### src/rtl/fetch_pc_unit.sv
// Instruction-fetch stage: owns the fetch PC, issues one-cycle-latency
// instruction memory reads steered by the branch predictor, and queues the
// returned words with their prediction metadata for decode.
module fetch_pc_unit #(
    parameter logic [31:0] RESET_PC  = 32'h0000_0000,
    parameter int          BUF_DEPTH = 2
) (
    input  logic        clk,
    input  logic        rst_n,
    output logic [31:0] fetch_pc_o,
    input  logic [31:0] pred_pc_i,
    input  logic        pred_taken_i,
    input  logic        stall_bp_i,
    output logic        imem_req_o,
    output logic [31:0] imem_addr_o,
    input  logic [31:0] imem_rdata_i,
    input  logic        flush_i,
    input  logic [31:0] redirect_pc_i,
    output logic        valid_o,
    input  logic        ready_i,
    output logic [31:0] instr_o,
    output logic [31:0] pc_o,
    output logic        pred_taken_o,
    output logic [31:0] pred_target_o
);

    localparam int PTR_W = (BUF_DEPTH > 1) ? $clog2(BUF_DEPTH) : 1;
    localparam int CNT_W = PTR_W + 1;

    // Architectural fetch PC and the single outstanding memory request
    logic [31:0]      pc_q, pc_d;
    logic             inflight_q, inflight_d;
    logic [31:0]      inflight_pc_q, inflight_pc_d;
    logic             inflight_taken_q, inflight_taken_d;
    logic [31:0]      inflight_target_q, inflight_target_d;

    // Circular fetch buffer bookkeeping
    logic [CNT_W-1:0] count_q, count_d;
    logic [PTR_W-1:0] wr_ptr_q, wr_ptr_d;
    logic [PTR_W-1:0] rd_ptr_q, rd_ptr_d;

    logic [31:0]      buf_instr_q  [BUF_DEPTH];
    logic [31:0]      buf_pc_q     [BUF_DEPTH];
    logic             buf_taken_q  [BUF_DEPTH];
    logic [31:0]      buf_target_q [BUF_DEPTH];

    logic             pop;
    logic             push;
    logic             issue;
    logic [CNT_W:0]   occupancy;
    logic [31:0]      pred_aligned;
    logic [31:0]      redirect_aligned;

    // Masking keeps the full input word in use while forcing word alignment
    assign pred_aligned     = pred_pc_i & ~32'h3;
    assign redirect_aligned = redirect_pc_i & ~32'h3;

    // A flush hides the head immediately so decode never consumes wrong-path work
    assign valid_o = ~flush_i & (count_q != '0);
    assign pop     = valid_o & ready_i;
    assign push    = inflight_q & ~flush_i;

    // Slots that will be occupied after this cycle's pop, counting the
    // response still on its way back; issue only if one slot remains free
    assign occupancy = {1'b0, count_q} + (CNT_W+1)'(inflight_q) - (CNT_W+1)'(pop);
    assign issue     = rst_n & ~flush_i & ~stall_bp_i
                     & (occupancy < (CNT_W+1)'(BUF_DEPTH));

    assign imem_req_o  = issue;
    assign imem_addr_o = pc_q;
    assign fetch_pc_o  = pc_q;

    assign instr_o       = buf_instr_q[rd_ptr_q];
    assign pc_o          = buf_pc_q[rd_ptr_q];
    assign pred_taken_o  = buf_taken_q[rd_ptr_q];
    assign pred_target_o = buf_target_q[rd_ptr_q];

    // Next-state for PC, in-flight tracking and buffer pointers; flush wins
    always_comb begin
        pc_d              = pc_q;
        inflight_d        = 1'b0;
        inflight_pc_d     = inflight_pc_q;
        inflight_taken_d  = inflight_taken_q;
        inflight_target_d = inflight_target_q;
        count_d           = count_q;
        wr_ptr_d          = wr_ptr_q;
        rd_ptr_d          = rd_ptr_q;

        if (flush_i) begin
            pc_d     = redirect_aligned;
            count_d  = '0;
            wr_ptr_d = '0;
            rd_ptr_d = '0;
        end else begin
            if (issue) begin
                pc_d              = pred_aligned;
                inflight_d        = 1'b1;
                inflight_pc_d     = pc_q;
                inflight_taken_d  = pred_taken_i;
                inflight_target_d = pred_aligned;
            end
            if (push) begin
                wr_ptr_d = wr_ptr_q + PTR_W'(1);
            end
            if (pop) begin
                rd_ptr_d = rd_ptr_q + PTR_W'(1);
            end
            count_d = count_q + CNT_W'(push) - CNT_W'(pop);
        end
    end

    // Control state register
    always_ff @(posedge clk or negedge rst_n) begin
        if (!rst_n) begin
            pc_q              <= RESET_PC;
            inflight_q        <= 1'b0;
            inflight_pc_q     <= '0;
            inflight_taken_q  <= 1'b0;
            inflight_target_q <= '0;
            count_q           <= '0;
            wr_ptr_q          <= '0;
            rd_ptr_q          <= '0;
        end else begin
            pc_q              <= pc_d;
            inflight_q        <= inflight_d;
            inflight_pc_q     <= inflight_pc_d;
            inflight_taken_q  <= inflight_taken_d;
            inflight_target_q <= inflight_target_d;
            count_q           <= count_d;
            wr_ptr_q          <= wr_ptr_d;
            rd_ptr_q          <= rd_ptr_d;
        end
    end

    // Buffer entries are cleared on reset so the head outputs read zero
    for (genvar gi = 0; gi < BUF_DEPTH; gi++) begin : g_entry
        // Capture the returning instruction into the tail slot
        always_ff @(posedge clk or negedge rst_n) begin
            if (!rst_n) begin
                buf_instr_q[gi]  <= '0;
                buf_pc_q[gi]     <= '0;
                buf_taken_q[gi]  <= 1'b0;
                buf_target_q[gi] <= '0;
            end else if (push && (wr_ptr_q == PTR_W'(gi))) begin
                buf_instr_q[gi]  <= imem_rdata_i;
                buf_pc_q[gi]     <= inflight_pc_q;
                buf_taken_q[gi]  <= inflight_taken_q;
                buf_target_q[gi] <= inflight_target_q;
            end
        end
    end

endmodule

### config.mk
export PLATFORM = sky130hd
export DESIGN_NAME = fetch_pc_unit
export DESIGN_NICKNAME = d
export VERILOG_FILES = /design/src/rtl/fetch_pc_unit.sv
export SDC_FILE = /design/constraint.sdc
export NUM_CORES = 1
export LEC_CHECK = 0
export CAP_MARGIN = 5
export CORE_MARGIN = 4
export CORE_UTILIZATION = 49
export DETAILED_ROUTE_END_ITERATION = 8
export GPL_ROUTABILITY_DRIVEN = 1
export PLACE_DENSITY = 0.85
export SKIP_CTS_REPAIR_TIMING = 1
export SYNTH_ARGS = -nofsm -noshare
export SYNTH_HDL_FRONTEND = slang
export SYNTH_SLANG_ARGS = --single-unit
### constraint.sdc
create_clock -name clk -period 4.6 [get_ports clk]
set_clock_uncertainty 0.1 [all_clocks]
set_input_delay 1.15 -clock clk [delete_from_list [all_inputs] [get_ports clk]]
set_output_delay 1.15 -clock clk [all_outputs]
set_load 0.03 [all_outputs]
==> impl_summary.md <==
Die
The overall die height is 166 um. The die covers 27600 um^2. The horizontal extent of the die is 166 um. The floorplan has 57 rows.

The initial utilization of the core area, before any placement, comes to 50.0%. Pin placement for this block handled 265 I/O pins. The floorplan step defined a core boundary enclosing 24500 um^2.

Pwr
Summing internal, switching and leakage power gives 9.14 mW. The maximum vdd ir drop is 0.326 mV. The leakage component of the power is 7.03 nW.

The total power density per cell area is 581 nW/um^2.

Logic synthesis
The gate count after technology mapping is 798. The simple-gate portion of the synthesized area is 2.15%. The synthesized netlist devotes 0.348% of its cell area to XOR and XNOR gates. By area, the combinational part of the netlist is dominated by multiplexers.

Counting flops with an async set or reset pin after synthesis yields a share of 100%. The average instance in the mapped netlist occupies 15.3 um^2. The post-synthesis share of cell area spent on full adders, half adders and majority gates is 0.471%.

The count of cell types in the netlist is 30. The total of flip-flops plus latches after synthesis is 282. Among all flip-flop cells after synthesis, the most frequent one is sky130_fd_sc_hd__dfrtp_1.

Sequential cells were found to cover 57.7% of the synthesized design area. Counting flops with a built-in enable in the synthesized netlist gives 0. The synthesis warning total is 0. The cell area after synthesis is 12200 um^2. Measured against the total synthesized area, the mux share comes to 31.8%.

Summing the areas of all compound-gate instances in the mapped netlist gives 2.65% of the synthesized area.

Layout
The commonest non-fill, non-tap cell in the layout is sky130_fd_sc_hd__mux2_2. The antenna diode instance count is 0. The share of post-route cells with drive strength above 1 is 39.3%. The area added between synthesis and finish is 28.7%. In the final design database the tool counted 1125 nets. The count of filler cells inserted in the layout is 1786. The area of all placed cells without fillers is 15700 um^2. The library cells used most frequently in the layout, excluding fill and tap cells, are sky130_fd_sc_hd__mux2_2 (319), sky130_fd_sc_hd__dfrtp_1 (281), sky130_fd_sc_hd__clkdlybuf4s50_1 (248).

Hold path
The path with the worst hold slack has its endpoint at buf_target_q[31]$_DFFE_PN0P_. Counting instances, the worst hold path has a depth of 2. The class of the tightest hold or removal check is reg -> reg.

The startpoint identified for the worst hold timing path is buf_target_q[31]$_DFFE_PN0P_.

Clock network
The maximum level of the CTS H-tree is 1. The maximum buffer depth of the clock tree is 3. Counting every sink on the clock net gives 282. Clock-pin slew was measured on the worst setup and hold paths at 50 ps. The later pin in the worst-skew pair is clocked with a latency of 530 ps.

The clock tree from TritonCTS is built. The clock root buffer is sky130_fd_sc_hd__clkbuf_16. The total CTS buffers is 29.

Placement
After detailed placement, the total cell area comes to 14800 um^2. After legalization and detailed placement, the total HPWL measured 17000 um. The worst slack at placement is -79.2 ps. Buffers placed on the I/O ports in this run total 252. The final estimated routing congestion in global placement is 0.738.

GRT
Entering global routing, the biggest net connects 173 pins. The number of antenna violations at the first check in global routing came to 0. Global routing used 19.4% of the available tracks. The via count of the first global-routing pass is 8084. The remaining global-route overflow is 0. The first-pass GRT wire length is 44300 um.

Route
For this run, design rule violations remaining after detail routing come to 0. The number of DRC violations after detailed-routing iteration 0 is 350. The highest metal layer carrying signal wires in the routed design is met4. The routed wire length per instance is 19.5 um. Detailed routing placed a total of 13000 um of wire on met2. In this run the remaining antenna-violating nets after routing total 0.

Summing over every cut layer, the via total after detailed routing is 7204. After detailed routing, the met3 layer carries 1180 um of wire. The number of iterations in the first detailed-routing pass is 4. After detailed routing, the total wire length is 26600 um.

The via-per-instance ratio is 5.29. In the final routing, the length of wire on met1 measures 11700 um.

Critical path
Data on the critical path is required at its endpoint by 3350 ps. The worst register-to-register path begins at count_q[1]$_DFF_PN0_. The setup slack of the most critical reg-to-reg path is 1210 ps. The capture point of the worst reg-to-reg path is fetch_pc_o[22]$_DFFE_PN0P_. The critical path in this run is classified as in -> out. Data arrives at the worst endpoint at 3090 ps.

The worst setup path is captured at an output port. In this run the worst path has a maximum fanout of 2. STA classifies the critical path startpoint as a primary input.

The number of cells on the worst reg-to-reg path is 9.

STA
The final number of hold-violating endpoints is 0. The final setup slack of the worst path is 259 ps. Setup violations remaining at the end of the flow were counted as 0. The worst slew margin relative to its limit is 32.3%.

The final critical path takes up 94.4% of the cycle. The upper clock frequency limit is 230 MHz. The slew of the pin with the lowest slew margin is 1010 ps.

The final critical delay including setup and external delays is 4340 ps. The final count of pins violating max slew is 0. Setup repair after global routing left no endpoint under its margin.

Run status
The run finished with clean final reports.

Job
The tool flagged a number of max-cap violations equal to 0.
power breakdown:
group          switching [mW]  total [mW]  leakage (nW)  internal [mW]
clock                   0.919        2.23         0.442           1.31
sequential              0.411        3.61          3.55           3.20
combinational            1.61        3.30          3.04           1.68
synth_stat cells, drive strengths merged (3+ instances only):
cell type  instances  share of area (%)
nand2              3               0.11
inv                6               0.18
and2              30                1.5
ha                 3               0.31
a221o             29                2.4
clkbuf             5               0.15
nor2               3              0.092
buf               80                4.5
xnor2              3               0.28
nand2b             3               0.15
dfrtp            282                 58
mux2             338                 32
area by class of cell:
cell class,count,area (um^2),share of cell area [%]
Tap cell,324,405,2.58
Inverter,6,25.0,0.159
Multi-Input combinational cell,432,4640,29.5
Sequential cell,282,7060,44.9
Clock inverter,6,57.6,0.366
Clock buffer,45,846,5.37
Timing Repair Buffer,268,2700,17.1
worst max-delay path by stage:
stage	from	end	slack (ps)	cells after the start
after CTS	flush_i	imem_req_o	-80	10
after global routing	ready_i	imem_req_o	180	9
after detailed placement	flush_i	imem_req_o	-80	10
final	ready_i	imem_req_o	260	9
after floorplan	flush_i	imem_req_o	7	10
after global placement	flush_i	imem_req_o	-40	10
critical path, stage by stage:
cell and delay [ps]:
sky130_fd_sc_hd__clkdlybuf4s50_1 450, sky130_fd_sc_hd__and2_4 130, sky130_fd_sc_hd__ha_1 220, sky130_fd_sc_hd__nand2b_4 150, sky130_fd_sc_hd__fa_1 470, sky130_fd_sc_hd__and4bb_2 270, sky130_fd_sc_hd__nand2_4 80, sky130_fd_sc_hd__inv_4 60
sky130_fd_sc_hd__buf_6 120
cells by family (layout without fill, tap and decap cells):
| logic type | count (synthesis) | after routing |
|---|---|---|
| AOI/OAI and AO/OA | 34 | 34 |
| xor gates and xnor gates | 4 | 4 |
| adders and majority gates | 4 | 4 |
| buffers and inverters | 91 | 325 |
| DFF | 282 | 282 |
| muxes | 339 | 339 |
| other | 1 | 8 |
| and+or+nand+nor | 43 | 43 |
stage by stage:
step	instances	setup TNS (ps)	hold slack [ps]	util [%]
finish	1363	0	370	64.3
global route	1363	0	405	64.3
CTS	1362	-81.7	378	64.2
detailed placement	1311	-79.2	365	60.5
global placement	1311	-41.4	358	60.5
floorplan	805	0	344	-
layer usage:
metal / global-route usage [%] / vias up
li1: - / 3244
met1: 25.7 / 3712
met2: 33.2 / 195
met3: 3.48 / 53
met4: 4.81 / 0
met5: 0 / -
flip-flops by register name, indices dropped and copies added, names as in the netlist:
register           count
inflight_pc_q         30
rd_ptr_q               1
buf_instr_q           64
count_q                2
wr_ptr_q               1
buf_taken_q            2
inflight_target_q     30
inflight_q             1
buf_pc_q              60
inflight_taken_q       1
buf_target_q          60
fetch_pc_o            30
Power figures use the tool's default switching activity.
